## src/rtl/hwmod_mr_pkg.sv

```systemverilog
// rtl/hwmod_mr_pkg.sv - shared types, cause indices and range helper for hwmod_mr
// Purpose: FSM state encoding, violation cause bit positions, address range test.
// Ports: none (package).
package hwmod_mr_pkg;

  localparam int CAUSE_W = 6;

  // Cause bit positions inside viol_cause
  localparam int C_ENTRY = 0;
  localparam int C_EXIT  = 1;
  localparam int C_RD    = 2;
  localparam int C_WR    = 3;
  localparam int C_DMA   = 4;
  localparam int C_IRQ   = 5;

  typedef enum logic [1:0] {
    ST_NOTRUN = 2'd0,
    ST_RUN    = 2'd1,
    ST_KILL   = 2'd2
  } state_e;

  // Inclusive range test done in 17 bits so a range ending at 16'hFFFF
  // does not wrap; a zero size never matches.
  function automatic logic addr_in(input logic [15:0] addr,
                                   input logic [15:0] base,
                                   input logic [15:0] size);
    logic [16:0] last;
    last = {1'b0, base} + {1'b0, size} - 17'd1;
    return (size != 16'd0) && ({1'b0, addr} >= {1'b0, base}) && ({1'b0, addr} <= last);
  endfunction

endpackage

```

## src/rtl/hwmod_mr_region_chk.sv

```systemverilog
// rtl/hwmod_mr_region_chk.sv - per-region access policy check for hwmod_mr
// Purpose: flags CPU reads/writes and DMA accesses that break one region's policy.
// Ports:
//   data_en/data_wr/data_addr : CPU data access
//   dma_en/dma_addr           : DMA access
//   pc_in_tcode               : current pc lies inside trusted code
//   hit                       : CPU or DMA access falls inside this region
//   rd_viol/wr_viol/dma_viol  : policy violation flags for this region
module hwmod_mr_region_chk
  import hwmod_mr_pkg::*;
#(
  parameter logic [15:0] BASE = 16'h0000,
  parameter logic [15:0] SIZE = 16'h0000,
  parameter bit          RP   = 1'b0,
  parameter bit          WP   = 1'b0,
  parameter bit          DP   = 1'b0
) (
  input  logic        data_en,
  input  logic        data_wr,
  input  logic [15:0] data_addr,
  input  logic        dma_en,
  input  logic [15:0] dma_addr,
  input  logic        pc_in_tcode,
  output logic        hit,
  output logic        rd_viol,
  output logic        wr_viol,
  output logic        dma_viol
);

  logic cpu_hit;
  logic dma_hit;

  assign cpu_hit = data_en && addr_in(data_addr, BASE, SIZE);
  assign dma_hit = dma_en && addr_in(dma_addr, BASE, SIZE);

  assign hit      = cpu_hit || dma_hit;
  assign rd_viol  = RP && cpu_hit && !data_wr && !pc_in_tcode;
  assign wr_viol  = WP && cpu_hit &&  data_wr && !pc_in_tcode;
  assign dma_viol = DP && dma_hit;

endmodule

```

## src/rtl/hwmod_mr.sv

```systemverilog
// rtl/hwmod_mr.sv - multi-region security monitor for the openMSP430 core
// Purpose: atomic trusted-code execution plus per-region data/DMA policies;
//   latches violation cause/regions, counts violations, holds a reset request.
// Optional feature: HWMOD_MR_IRQ_GUARD_EN makes irq in trusted code a violation.
// Ports:
//   clk, reset_n            : clock, asynchronous active-low reset
//   pc                      : current instruction address
//   data_en/data_wr/data_addr : CPU data access
//   dma_en/dma_addr         : DMA access
//   irq                     : interrupt taken
//   viol_reset              : registered core reset request
//   viol_cause              : sticky cause of the last violation event
//   viol_region             : regions involved in the last violation event
//   viol_count              : saturating violation event count
//   in_tcode                : monitor is in RUN
module hwmod_mr
  import hwmod_mr_pkg::*;
#(
  parameter int                 NREG          = 4,
  parameter logic [15:0]        TCODE_BASE    = 16'hA000,
  parameter logic [15:0]        TCODE_SIZE    = 16'h4000,
  parameter logic [16*NREG-1:0] REG_BASE      = {16'h6A00, 16'h0400, 16'hFFC0, 16'h0360},
  parameter logic [16*NREG-1:0] REG_SIZE      = {16'h0040, 16'h0C00, 16'h0020, 16'h0020},
  parameter logic [NREG-1:0]    REG_RP        = 4'b1011,
  parameter logic [NREG-1:0]    REG_WP        = 4'b1111,
  parameter logic [NREG-1:0]    REG_DP        = 4'b1111,
  parameter int                 RST_HOLD      = 8,
  parameter int                 CNT_W         = 8,
  parameter logic [15:0]        RESET_HANDLER = 16'h0000
) (
  input  logic               clk,
  input  logic               reset_n,
  input  logic [15:0]        pc,
  input  logic               data_en,
  input  logic               data_wr,
  input  logic [15:0]        data_addr,
  input  logic               dma_en,
  input  logic [15:0]        dma_addr,
  input  logic               irq,
  output logic               viol_reset,
  output logic [CAUSE_W-1:0] viol_cause,
  output logic [NREG-1:0]    viol_region,
  output logic [CNT_W-1:0]   viol_count,
  output logic               in_tcode
);

  localparam int               HOLD_W     = (RST_HOLD > 1) ? $clog2(RST_HOLD) : 1;
  localparam logic [HOLD_W-1:0] HOLD_INIT = HOLD_W'(RST_HOLD - 1);
  localparam logic [15:0]      TCODE_LAST = TCODE_BASE + TCODE_SIZE - 16'd2;

  state_e               state_q;
  logic [HOLD_W-1:0]    hold_q;
  logic [CAUSE_W-1:0]   cause_q;
  logic [NREG-1:0]      region_q;
  logic [CNT_W-1:0]     count_q;
  logic [15:0]          prev_pc_q;
  logic                 viol_reset_q;
  logic                 in_tcode_q;

  logic                 pc_in_tcode;
  logic [NREG-1:0]      hit;
  logic [NREG-1:0]      rd_viol;
  logic [NREG-1:0]      wr_viol;
  logic [NREG-1:0]      dma_viol;
  logic [CAUSE_W-1:0]   cause_d;
  logic [NREG-1:0]      region_d;
  logic                 viol;
  logic [NREG-1:0]      unused_hit;

  assign pc_in_tcode = addr_in(pc, TCODE_BASE, TCODE_SIZE);
  assign unused_hit  = hit;

  for (genvar g = 0; g < NREG; g++) begin : g_reg
    hwmod_mr_region_chk #(
      .BASE (REG_BASE[16*g +: 16]),
      .SIZE (REG_SIZE[16*g +: 16]),
      .RP   (REG_RP[g]),
      .WP   (REG_WP[g]),
      .DP   (REG_DP[g])
    ) u_chk (
      .data_en     (data_en),
      .data_wr     (data_wr),
      .data_addr   (data_addr),
      .dma_en      (dma_en),
      .dma_addr    (dma_addr),
      .pc_in_tcode (pc_in_tcode),
      .hit         (hit[g]),
      .rd_viol     (rd_viol[g]),
      .wr_viol     (wr_viol[g]),
      .dma_viol    (dma_viol[g])
    );
  end

`ifndef HWMOD_MR_IRQ_GUARD_EN
  logic unused_irq;
  assign unused_irq = irq;
`endif

  // All causes active this cycle; everything is masked once in KILL so a
  // held reset is never re-armed or recounted.
  always_comb begin
    cause_d  = '0;
    region_d = rd_viol | wr_viol | dma_viol;
    cause_d[C_ENTRY] = (state_q == ST_NOTRUN) && pc_in_tcode && (pc != TCODE_BASE);
    cause_d[C_EXIT]  = (state_q == ST_RUN) && !pc_in_tcode && (prev_pc_q != TCODE_LAST);
    cause_d[C_RD]    = |rd_viol;
    cause_d[C_WR]    = |wr_viol;
    cause_d[C_DMA]   = |dma_viol;
`ifdef HWMOD_MR_IRQ_GUARD_EN
    // State RUN already covers the legal exit cycle.
    cause_d[C_IRQ]   = irq && (state_q == ST_RUN);
`else
    cause_d[C_IRQ]   = 1'b0;
`endif
    if (state_q == ST_KILL) begin
      cause_d  = '0;
      region_d = '0;
    end
  end

  assign viol = |cause_d;

  always_ff @(posedge clk or negedge reset_n) begin
    if (!reset_n) begin
      state_q      <= ST_KILL;
      hold_q       <= HOLD_INIT;
      cause_q      <= '0;
      region_q     <= '0;
      count_q      <= '0;
      prev_pc_q    <= 16'h0000;
      viol_reset_q <= 1'b1;
      in_tcode_q   <= 1'b0;
    end else begin
      prev_pc_q <= pc;
      if (viol) begin
        // A violation overrides any legal transition in the same cycle.
        state_q      <= ST_KILL;
        hold_q       <= HOLD_INIT;
        cause_q      <= cause_d;
        region_q     <= region_d;
        viol_reset_q <= 1'b1;
        in_tcode_q   <= 1'b0;
        if (count_q != '1) count_q <= count_q + 1'b1;
      end else begin
        case (state_q)
          ST_NOTRUN: begin
            if (pc == TCODE_BASE) begin
              state_q    <= ST_RUN;
              in_tcode_q <= 1'b1;
            end
          end
          ST_RUN: begin
            // Leaving without a violation implies the exit was legal.
            if (!pc_in_tcode) begin
              state_q    <= ST_NOTRUN;
              in_tcode_q <= 1'b0;
            end
          end
          ST_KILL: begin
            if (hold_q != '0) begin
              hold_q <= hold_q - 1'b1;
            end else if (pc == RESET_HANDLER) begin
              state_q      <= ST_NOTRUN;
              viol_reset_q <= 1'b0;
            end
          end
          default: begin
            state_q      <= ST_KILL;
            hold_q       <= HOLD_INIT;
            viol_reset_q <= 1'b1;
            in_tcode_q   <= 1'b0;
          end
        endcase
      end
    end
  end

  assign viol_reset  = viol_reset_q;
  assign in_tcode    = in_tcode_q;
  assign viol_cause  = cause_q;
  assign viol_region = region_q;
  assign viol_count  = count_q;

endmodule
```

## config.mk

```make
export PLATFORM = sky130hd
export DESIGN_NAME = hwmod_mr
export DESIGN_NICKNAME = d
export VERILOG_FILES = /design/src/rtl/hwmod_mr_pkg.sv /design/src/rtl/hwmod_mr_region_chk.sv /design/src/rtl/hwmod_mr.sv
export SDC_FILE = /design/constraint.sdc
export NUM_CORES = 1
export LEC_CHECK = 0
export BUFFER_PORTS_ARGS = -buffer_cell sky130_fd_sc_hd__buf_2
export CAP_MARGIN = 20
export CORE_MARGIN = 4
export CORE_UTILIZATION = 45
export DETAILED_ROUTE_END_ITERATION = 12
export HOLD_SLACK_MARGIN = 0.05
export MAX_ROUTING_LAYER = met4
export PLACE_DENSITY = 0.71
export SLEW_MARGIN = 20
export SYNTH_ARGS = -nofsm -noshare
export SYNTH_HDL_FRONTEND = slang
export SYNTH_HIERARCHICAL = 1
export SYNTH_SLANG_ARGS = --single-unit
```

## constraint.sdc

```tcl
create_clock -name clk -period 2.51 [get_ports clk]
set_input_delay 0.502 -clock clk [delete_from_list [all_inputs] [get_ports clk]]
set_output_delay 0.502 -clock clk [all_outputs]
set_load 0.02 [all_outputs]
```

======== Word level (Yosys, flattened, before mapping) ========
Cells that the tools add are included.
word-level totals
  register bits after elaboration ......... 41
  memories kept ........................... 0
  memory bits (writable) .................. 0
  bits in read-only memories .............. 0
  latch bits .............................. 0
  output and inout port bits .............. 20
cells by class
  $lt $le $gt $ge ......................... 18
  bitwise operators ....................... 2
  add/sub/neg operators ................... 2
  shift operators ......................... 0
  reductions and logical operators ........ 50
  $mul .................................... 0
  equal/unequal tests ..................... 13
  muxes and demuxes ....................... 19
  divide/modulo/power cells ............... 0
operators with widths
  operator                number
  $ge A16 B16 Y1 const B  3
  $le A16 B16 Y1 const B  3
  $logic_and A1 B1 Y1     35
  $ge A16 B10 Y1 const B  2
  $ge A16 B11 Y1 const B  2
  $ge A16 B15 Y1 const B  2
  $le A16 B10 Y1 const B  2
  $le A16 B12 Y1 const B  2
  $le A16 B15 Y1 const B  2
  $ne A16 B16 Y1 const B  2
  $eq A16 B16 Y1 const B  1
  $logic_not A16 Y1       1
  $mux W2                 5
  $ne A3 B2 Y1 const B    3
  $add A8 B1 Y8 const B   1
  $ne A8 B8 Y1 const B    1
  $or A4 B4 Y4            2
  $reduce_or A4 Y1        2
  $mux W1                 6
  $mux W3                 2
  $ne A3 B3 Y1 const B    2
  $pmux W2 S3             1
  $pmux W3 S2             1
  $reduce_and A3 Y1       2
  other kinds (17)        19

======== Depth between registers and ports, before layout ========
Gate-level depths: netlist of run 1.
  word-level depth ........................ 10
  depth in mapped cells ................... 10

======== By module ========
The synthesis of run 1 kept the hierarchy.
by module, submodules not included
  module                                cells each  area each (um2)  seq. area each (um2)  times used
  hwmod_mr                              147         1705.4           1007.2                1
  hwmod_mr_region_chk (g_reg[1].u_chk)  12          120.1            0.0                   1
  hwmod_mr_region_chk (g_reg[3].u_chk)  12          88.8             0.0                   1
  hwmod_mr_region_chk (g_reg[0].u_chk)  13          78.8             0.0                   1
  hwmod_mr_region_chk (g_reg[2].u_chk)  9           57.6             0.0                   1

======== Worst setup path before layout of run 1 ========
No wires, ideal clock.
  path kind ............................... input -> register
  from .................................... in pc[13]
  to ...................................... reg count_q[6] (netlist: viol_count[6])
  buffers on the path ..................... 2
  setup slack ............................. -174 ps
  cell stages on the path ................. 10
  required time ........................... 2382 ps
  arrival time ............................ 2556 ps
  library setup time ...................... 128 ps
  cells stage by stage .................... xor2_1 and2_1 buf_2 and4b_1 nor4_1 a21oi_1 or4_1 buf_6 nand4_1 mux2_1
on the way
  cells in the longest elaborated chain, start to end .. 8
  elaborated cells on any way between the ends .. 21
  those cells by class .................... 2 x order compare; 1 x eq/ne; 1 x mux; 17 x reduce/logical
ends and longest elaborated chain
  what                                              line                       source
  start, declared                                   hwmod_mr.sv:33             input logic [15:0] pc,
  $ge A16 B16 Y1 or $le A16 B16 Y1 (tied branches)  hwmod_mr_pkg.sv:29         return (size != 16'd0) && ({1'b0, addr} >= {1'b0, base}) && ({1'b0, addr} <= last);
  $logic_and A1 B1 Y1 *                             hwmod_mr_pkg.sv:29
  net pc_in_tcode                                   hwmod_mr.sv:60             logic pc_in_tcode;
  $logic_not A1 Y1 *                                hwmod_mr_region_chk.sv:38  assign wr_viol = WP && cpu_hit && data_wr && !pc_in_tcode;
  $logic_and A1 B1 Y1 *                             hwmod_mr_region_chk.sv:38
  net wr_viol[1]                                    hwmod_mr.sv:63             logic [NREG-1:0] wr_viol;
  $reduce_or A4 Y1 *                                hwmod_mr.sv:107            cause_d[C_WR] = |wr_viol;
  $mux W5 *                                         hwmod_mr.sv:115            if (state_q == ST_KILL) begin
  $reduce_or A6 Y1 *                                hwmod_mr.sv:121            assign viol = |cause_d;
  $reduce_and A2 Y1 (no line) *                     -
  end signal, assigned                              hwmod_mr.sv:143            if (count_q != '1) count_q <= count_q + 1'b1;
  end, declared                                     hwmod_mr.sv:55             logic [CNT_W-1:0] count_q;
The timed path passes the listed nets; every way through them passes the cells marked *.
A chain may end at the register's enable or synchronous reset.

======== Final worst setup path of run 1 ========
  from .................................... in pc[13]
  to ...................................... reg count_q[6] (netlist: viol_count[6])
on the way
  cells in the longest elaborated chain, start to end .. 8
  elaborated cells on any way between the ends .. 21
  those cells by class .................... 2 x order compare; 1 x eq/ne; 1 x mux; 17 x reduce/logical
ends and longest elaborated chain
  what                                              line
  $ge A16 B16 Y1 or $le A16 B16 Y1 (tied branches)  hwmod_mr_pkg.sv:29
  $logic_and A1 B1 Y1 *                             hwmod_mr_pkg.sv:29
  $logic_not A1 Y1 *                                hwmod_mr_region_chk.sv:38
  $logic_and A1 B1 Y1 *                             hwmod_mr_region_chk.sv:38
  net wr_viol[3]                                    hwmod_mr.sv:63
  $reduce_or A4 Y1 *                                hwmod_mr.sv:107
  $mux W5 *                                         hwmod_mr.sv:115
  $reduce_or A6 Y1 *                                hwmod_mr.sv:121
  $reduce_and A2 Y1 (no line) *                     -
Marks and branches as above.

==> run_results.csv, run 1 <==
group,metric,value,unit
clock_tree,clkSinkCount,40,
global_route,grt_pass1_vias,1648,
timing,hold-worst-slack,320,ps
layout,syn2layout_area_growth,31.0,%
place,numPortBuffers,61,
floorplan,core,4350,um^2
clock_tree,cts.htree.levels,2,
setup_path,cp.required,2680,ps
clock_tree,hold_buffers,0,
layout,antennaDiodeCount,0,
floorplan,ios,74,
power,power.density,705,nW/um^2
setup_path,path_buf_inv,2,
min_path,min_path_type,"in2async",
global_route,grt_start_max_net_pins,41,
detailed_routing,drt_wl_total,4590,um
clock_tree,cts_setup_buffers,0,
timing,slew_headroom,0.430,
timing,clock.fmax,0.412,GHz
setup_path,worst_ep_arrival_time,2600,ps
floorplan,row_count,24,
global_route,grt_overflow,0,
detailed_routing,dr.pass1.iters,4,
setup_path,worstSetupStartpointType,"primary input",
synth,synth_cells,189,
layout,nets,328,
synth,synth_area,2020,um^2
place,globalplace.congestion,0.814,
timing,slew_viol_final,0,
clock_tree,cts_root_buffer,"clkbuf_8",
setup_path,cp_max_fo,8,
global_route,antenna_found_initial,0,
floorplan,die-area,5630,um^2
clock_tree,cts_inserted_buffers,5,
detailed_routing,vias_per_cell,5.36,
power,power,1.87,mW
job,max_cap_viol_count,0,
floorplan,die_x,75.1,um
global_route,grt_pass1_wl,7440,um
global_route,grtUsageTotal,0.177,
detailed_routing,drc,0,
timing,finalHoldViolCount,0,
setup_path,worstPathCellList,"buf_2 -> xor2_1 -> and2_4 -> nor4_1 -> buf_4 -> nor4_2 -> a21oi_1 -> or4_1 -> nand4_1 -> mux2_1",
detailed_routing,vias,1738,
setup_path,crit_path_max_incr_delay,500,ps
detailed_routing,drtIter0Drc,70,
setup_path,end_kind,"register",
place,dpl.hpwl,3630,um
clock_tree,max-clock-path-buffers,2,
floorplan,die_h,75.1,um
layout,drive_gt1_frac,0.434,
synth,synth_nets,246,
power,peakVddDrop,0.343,mV
timing,fin_crit,2430,ps
floorplan,initial_core_util,0.465,
synth,yosys_warnings,6,
clock_tree,cts_tree,"built",
outcome,status,"complete, no violations",
timing,tightest_slew,855,ps
detailed_routing,postRouteAntennaNets,0,
timing,setup_viol,0,
setup_path,crit_family,"simple AND/OR/NAND/NOR gates",
setup_path,r2r_slack,310,ps
clock_tree,clk_pin_slew_worst_paths,80,ps
timing,fin_skew,4.20,ps
setup_path,crit_path_top_delay_cell,"or4_1",
setup_path,worstSetupPathType,"in2reg",
detailed_routing,wl_per_cell,14.2,um
power,leakage,1.19,nW
synth,syn_area_per_cell,10.7,um^2
clock_tree,clk_latency,290,ps
timing,period_share,0.967,
[layout by cell type (no fill, tap or decap), drive strengths merged]
cell type / count
nand4: 11
and4bb: 1
nand2: 11
o21ai: 9
xnor2: 1
nor3b: 1
buf: 82
inv: 7
clkbuf: 6
a21o: 3
o211ai: 1
nand4bb: 1
nor2: 14
dfrtp: 35
nand3: 3
and2: 1
nand2b: 1
nor3: 13
nand3b: 1
nand4b: 7
or4b: 2
clkinvlp: 2
nor2b: 1
nor4: 17
and3: 3
xor2: 6
dfstp: 5
conb: 2
a2bb2oi: 1
mux2: 2
a21oi: 12
and4b: 1
nor4b: 2
ha: 3
or4: 4
[report_power, final]
group	internal, mW	leakage [nW]	switching [mW]	total [mW]
clock network	0.222	0.0434	0.220	0.442
logic	0.228	0.670	0.317	0.545
registers	0.782	0.477	0.0986	0.881
total	1.23	1.19	0.636	1.87
[timing repair]
item	CTS	global route
gates resized for setup	1	6
setup endpoints to repair	1	10
pin swaps	0	1
[stage by stage]
| stage | util | cell area, um^2 | setup TNS (ps) | worst slack, ps | instances |
|---|---|---|---|---|---|
| global route | 0.609 | 2650 | -13.2 | -8.81 | 324 |
| global placement | 0.578 | 2520 | -2770 | -295 | 316 |
| CTS | 0.601 | 2620 | 0 | 82.4 | 324 |
| finish | 0.609 | 2650 | 0 | 84.0 | 324 |
| detailed placement | 0.578 | 2520 | -2900 | -331 | 316 |
| floorplan | - | 2040 | 0 | 41.7 | 189 |
[layer usage]
| metal | routed length, um | vias to the layer above | global-route usage |
|---|---|---|---|
| met5 | 0 | - | - |
| met4 | 46 | 0 | 0.0534 |
| met3 | 209 | 5 | 0.0414 |
| met2 | 2280 | 36 | 0.275 |
| met1 | 2060 | 828 | 0.230 |
| li1 | - | 869 | - |
[state kept, by name, indices dropped and copies added, names as in the netlist]
| register | cells |
|---|---|
| state_q | 2 |
| viol_cause | 5 |
| prev_pc_q | 16 |
| hold_q | 3 |
| viol_count | 8 |
| viol_region | 4 |
| in_tcode | 1 |
| viol_reset | 1 |
[area by class of cell]
class,instances,area [um^2]
tap,52,65.1
sequential,40,1010
multi-input combinational,135,991
clock inverter,2,15.0
timing repair buffer,82,463
fill,357,1700
clock buffer,6,82.6
inverter,7,26.3
[final timing paths]
check,start,endpoint,cells after the start
worst min register to register,viol_cause[3]$_DFFE_PN0P_,viol_cause[3]$_DFFE_PN0P_,2
max in group asynchronous,reset_n,viol_region[2]$_DFFE_PN0P_,1
worst max register to register,prev_pc_q[13]$_DFF_PN0_,viol_count[6]$_DFFE_PN0P_,6
worst min-delay path,reset_n,prev_pc_q[6]$_DFF_PN0_,1
worst max-delay path,pc[13],viol_count[6]$_DFFE_PN0P_,10
min in group clk,pc[12],prev_pc_q[12]$_DFF_PN0_,1
(Power assumes the default switching activity.)
==> run 2, diff against run 1 <==
- CORE_UTILIZATION: 45 -> 49
- PLACE_DENSITY: 0.71 -> 0.76
==> run 2 against run 1 <==
Via count increased by 0.58%. Sequential power rose by 0.5%. Sequential share of layout area rose by 0.25 points. Utilization increased by 4.9 points. Cell count decreased by 2.5%. First-iteration DRC count is 26% higher. Clock-buffer cell count did not move. Register-to-register slack about the same. Die area down 7.3%. Non-clock buffer count shrank 6. Cell area shrank 0.66%. Critical path type unchanged.
==> run_results.csv, run 2 (same netlist as run 1, synthesis figures left out) <==
group,metric,value,unit
layout,antennaDiodeCount,0,
outcome,status,"complete, no violations",
setup_path,worst_ep_arrival_time,2550,ps
detailed_routing,vias,1748,
timing,finalHoldViolCount,0,
setup_path,crit_path_top_delay_cell,"or4_1",
detailed_routing,wl_per_cell,14.9,um
global_route,grt_overflow,0,
global_route,grt_pass1_wl,7620,um
detailed_routing,vias_per_cell,5.53,
layout,regArea,1010,um^2
clock_tree,hold_buffers,0,
timing,period_share,0.948,
clock_tree,cts_inserted_buffers,5,
layout,fin_util,0.658,
power,peakVddDrop,0.590,mV
clock_tree,cts_tree,"built",
floorplan,die_x,72.3,um
setup_path,cp.required,2690,ps
detailed_routing,drt_wl_total,4720,um
job,max_cap_viol_count,0,
place,dpl.hpwl,3730,um
place,globalplace.congestion,0.798,
timing,tns,0,ps
power,power,1.99,mW
floorplan,initial_core_util,0.506,
layout,final_cell_mix,"61 x buf_2, 35 x dfrtp_1, 15 x buf_4",
power,power.density,754,nW/um^2
floorplan,die_h,72.3,um
place,numPortBuffers,61,
clock_tree,clk_pin_slew_worst_paths,70,ps
setup_path,end_kind,"register",
floorplan,core,4000,um^2
global_route,grtUsageTotal,0.195,
timing,setup_viol,0,
setup_path,crit_path_max_incr_delay,520,ps
timing,clock.fmax,0.420,GHz
power,leakage,1.18,nW
layout,syn2layout_area_growth,30.1,%
floorplan,row_count,23,
global_route,grt_start_max_net_pins,41,
setup_path,cp_max_fo,8,
timing,fin_crit,2380,ps
clock_tree,clkSinkCount,40,
timing,slew_headroom,0.430,
layout,multi_input_area,997,um^2
global_route,antenna_found_initial,0,
min_path,min_path_type,"in2async",
detailed_routing,drtIter0Drc,88,
setup_path,worstSetupStartpointType,"primary input",
floorplan,die-area,5220,um^2
timing,hold-worst-slack,316,ps
layout,regMostFlops,"prev_pc_q",
layout,fillers,308,
detailed_routing,postRouteAntennaNets,0,
detailed_routing,dr.pass1.iters,4,
layout,nets,322,
global_route,grt_pass1_vias,1727,
layout,fin_area,2630,um^2
clock_tree,max-clock-path-buffers,2,
clock_tree,cts.htree.levels,2,
layout,layout_commonest_cell,"buf_2",
timing,tightest_slew,855,ps
setup_path,worstSetupPathType,"in2reg",
place,dpl_cell_area,2470,um^2
setup_path,path_buf_inv,1,
timing,fin_skew,3.75,ps
floorplan,ios,74,
timing,slew_viol_final,0,
layout,largest_register_ffs,16,
clock_tree,cts_root_buffer,"clkbuf_8",
layout,drive_gt1_frac,0.425,
detailed_routing,drc,0,
clock_tree,clk_latency,290,ps
timing,rsz0062_at_grt,"yes",
setup_path,worstPathCellList,"buf_2 -> xor2_1 -> and2_4 -> and4b_1 -> nor4_2 -> a21oi_1 -> or4_1 -> nand4_1 -> mux2_1",
setup_path,crit_family,"simple AND/OR/NAND/NOR gates",
[run 2: changes by cell type in the layout (fill, tap and decap cells not counted)]
| cell | before | now |
|---|---|---|
| clkinvlp_4 | 2 | 0 |
| bufinv_16 | 0 | 1 |
| nor4_1 | 6 | 5 |
| nor4_2 | 8 | 9 |
| buf_4 | 21 | 15 |
| clkinv_4 | 0 | 1 |
[run 2: through the flow]
| step | setup WS, ps | std cells |
|---|---|---|
| floorplan | 41.7 | 189 |
| global placement | -273 | 308 |
| detailed placement | -310 | 308 |
| CTS | -3.63 | 316 |
| global route | -23.2 | 316 |
| finish | 132 | 316 |
[run 2: final timing paths]
check	from	to	slack (ps)	cells after the start
worst max-delay path	pc[13]	viol_count[6]$_DFFE_PN0P_	130	9
worst min-delay path	reset_n	viol_cause[3]$_DFFE_PN0P_	320	1
worst max register to register	prev_pc_q[13]$_DFF_PN0_	viol_count[6]$_DFFE_PN0P_	310	6
worst min register to register	viol_region[0]$_DFFE_PN0P_	viol_region[0]$_DFFE_PN0P_	480	2
max in group asynchronous	reset_n	in_tcode$_DFFE_PN0P_	1660	1
min in group clk	pc[7]	prev_pc_q[7]$_DFF_PN0_	350	1
[run 2: where the power goes]
group	total, mW	internal [mW]	switching [mW]
Clock	0.544	0.325	0.219
Combinational	0.557	0.228	0.329
Sequential	0.885	0.783	0.102
[run 2: per-layer routing]
metal  vias to the layer above  GRT usage  part of all wire
met5                         -          -                 0
met2                        30      0.322              0.53
met3                         8     0.0443             0.039
met4                         0     0.0689             0.017
met1                       848      0.234              0.42
li1                        862          -                 -
[run 2: cell type report]
class                      instances  share of cell area
multi-input combinational        135               0.379
inverter                           7             0.00998
clock inverter                     2              0.0147
tap                               50              0.0238
clock buffer                       6              0.0314
sequential                        40               0.383
timing repair buffer              76               0.159
[run 2: what timing repair did]
action / CTS / global route
pin swaps: 0 / 1
gates cloned: 0 / 0
buffers inserted: 0 / 0
resized for setup: 1 / 7
setup endpoints to repair: 2 / 9
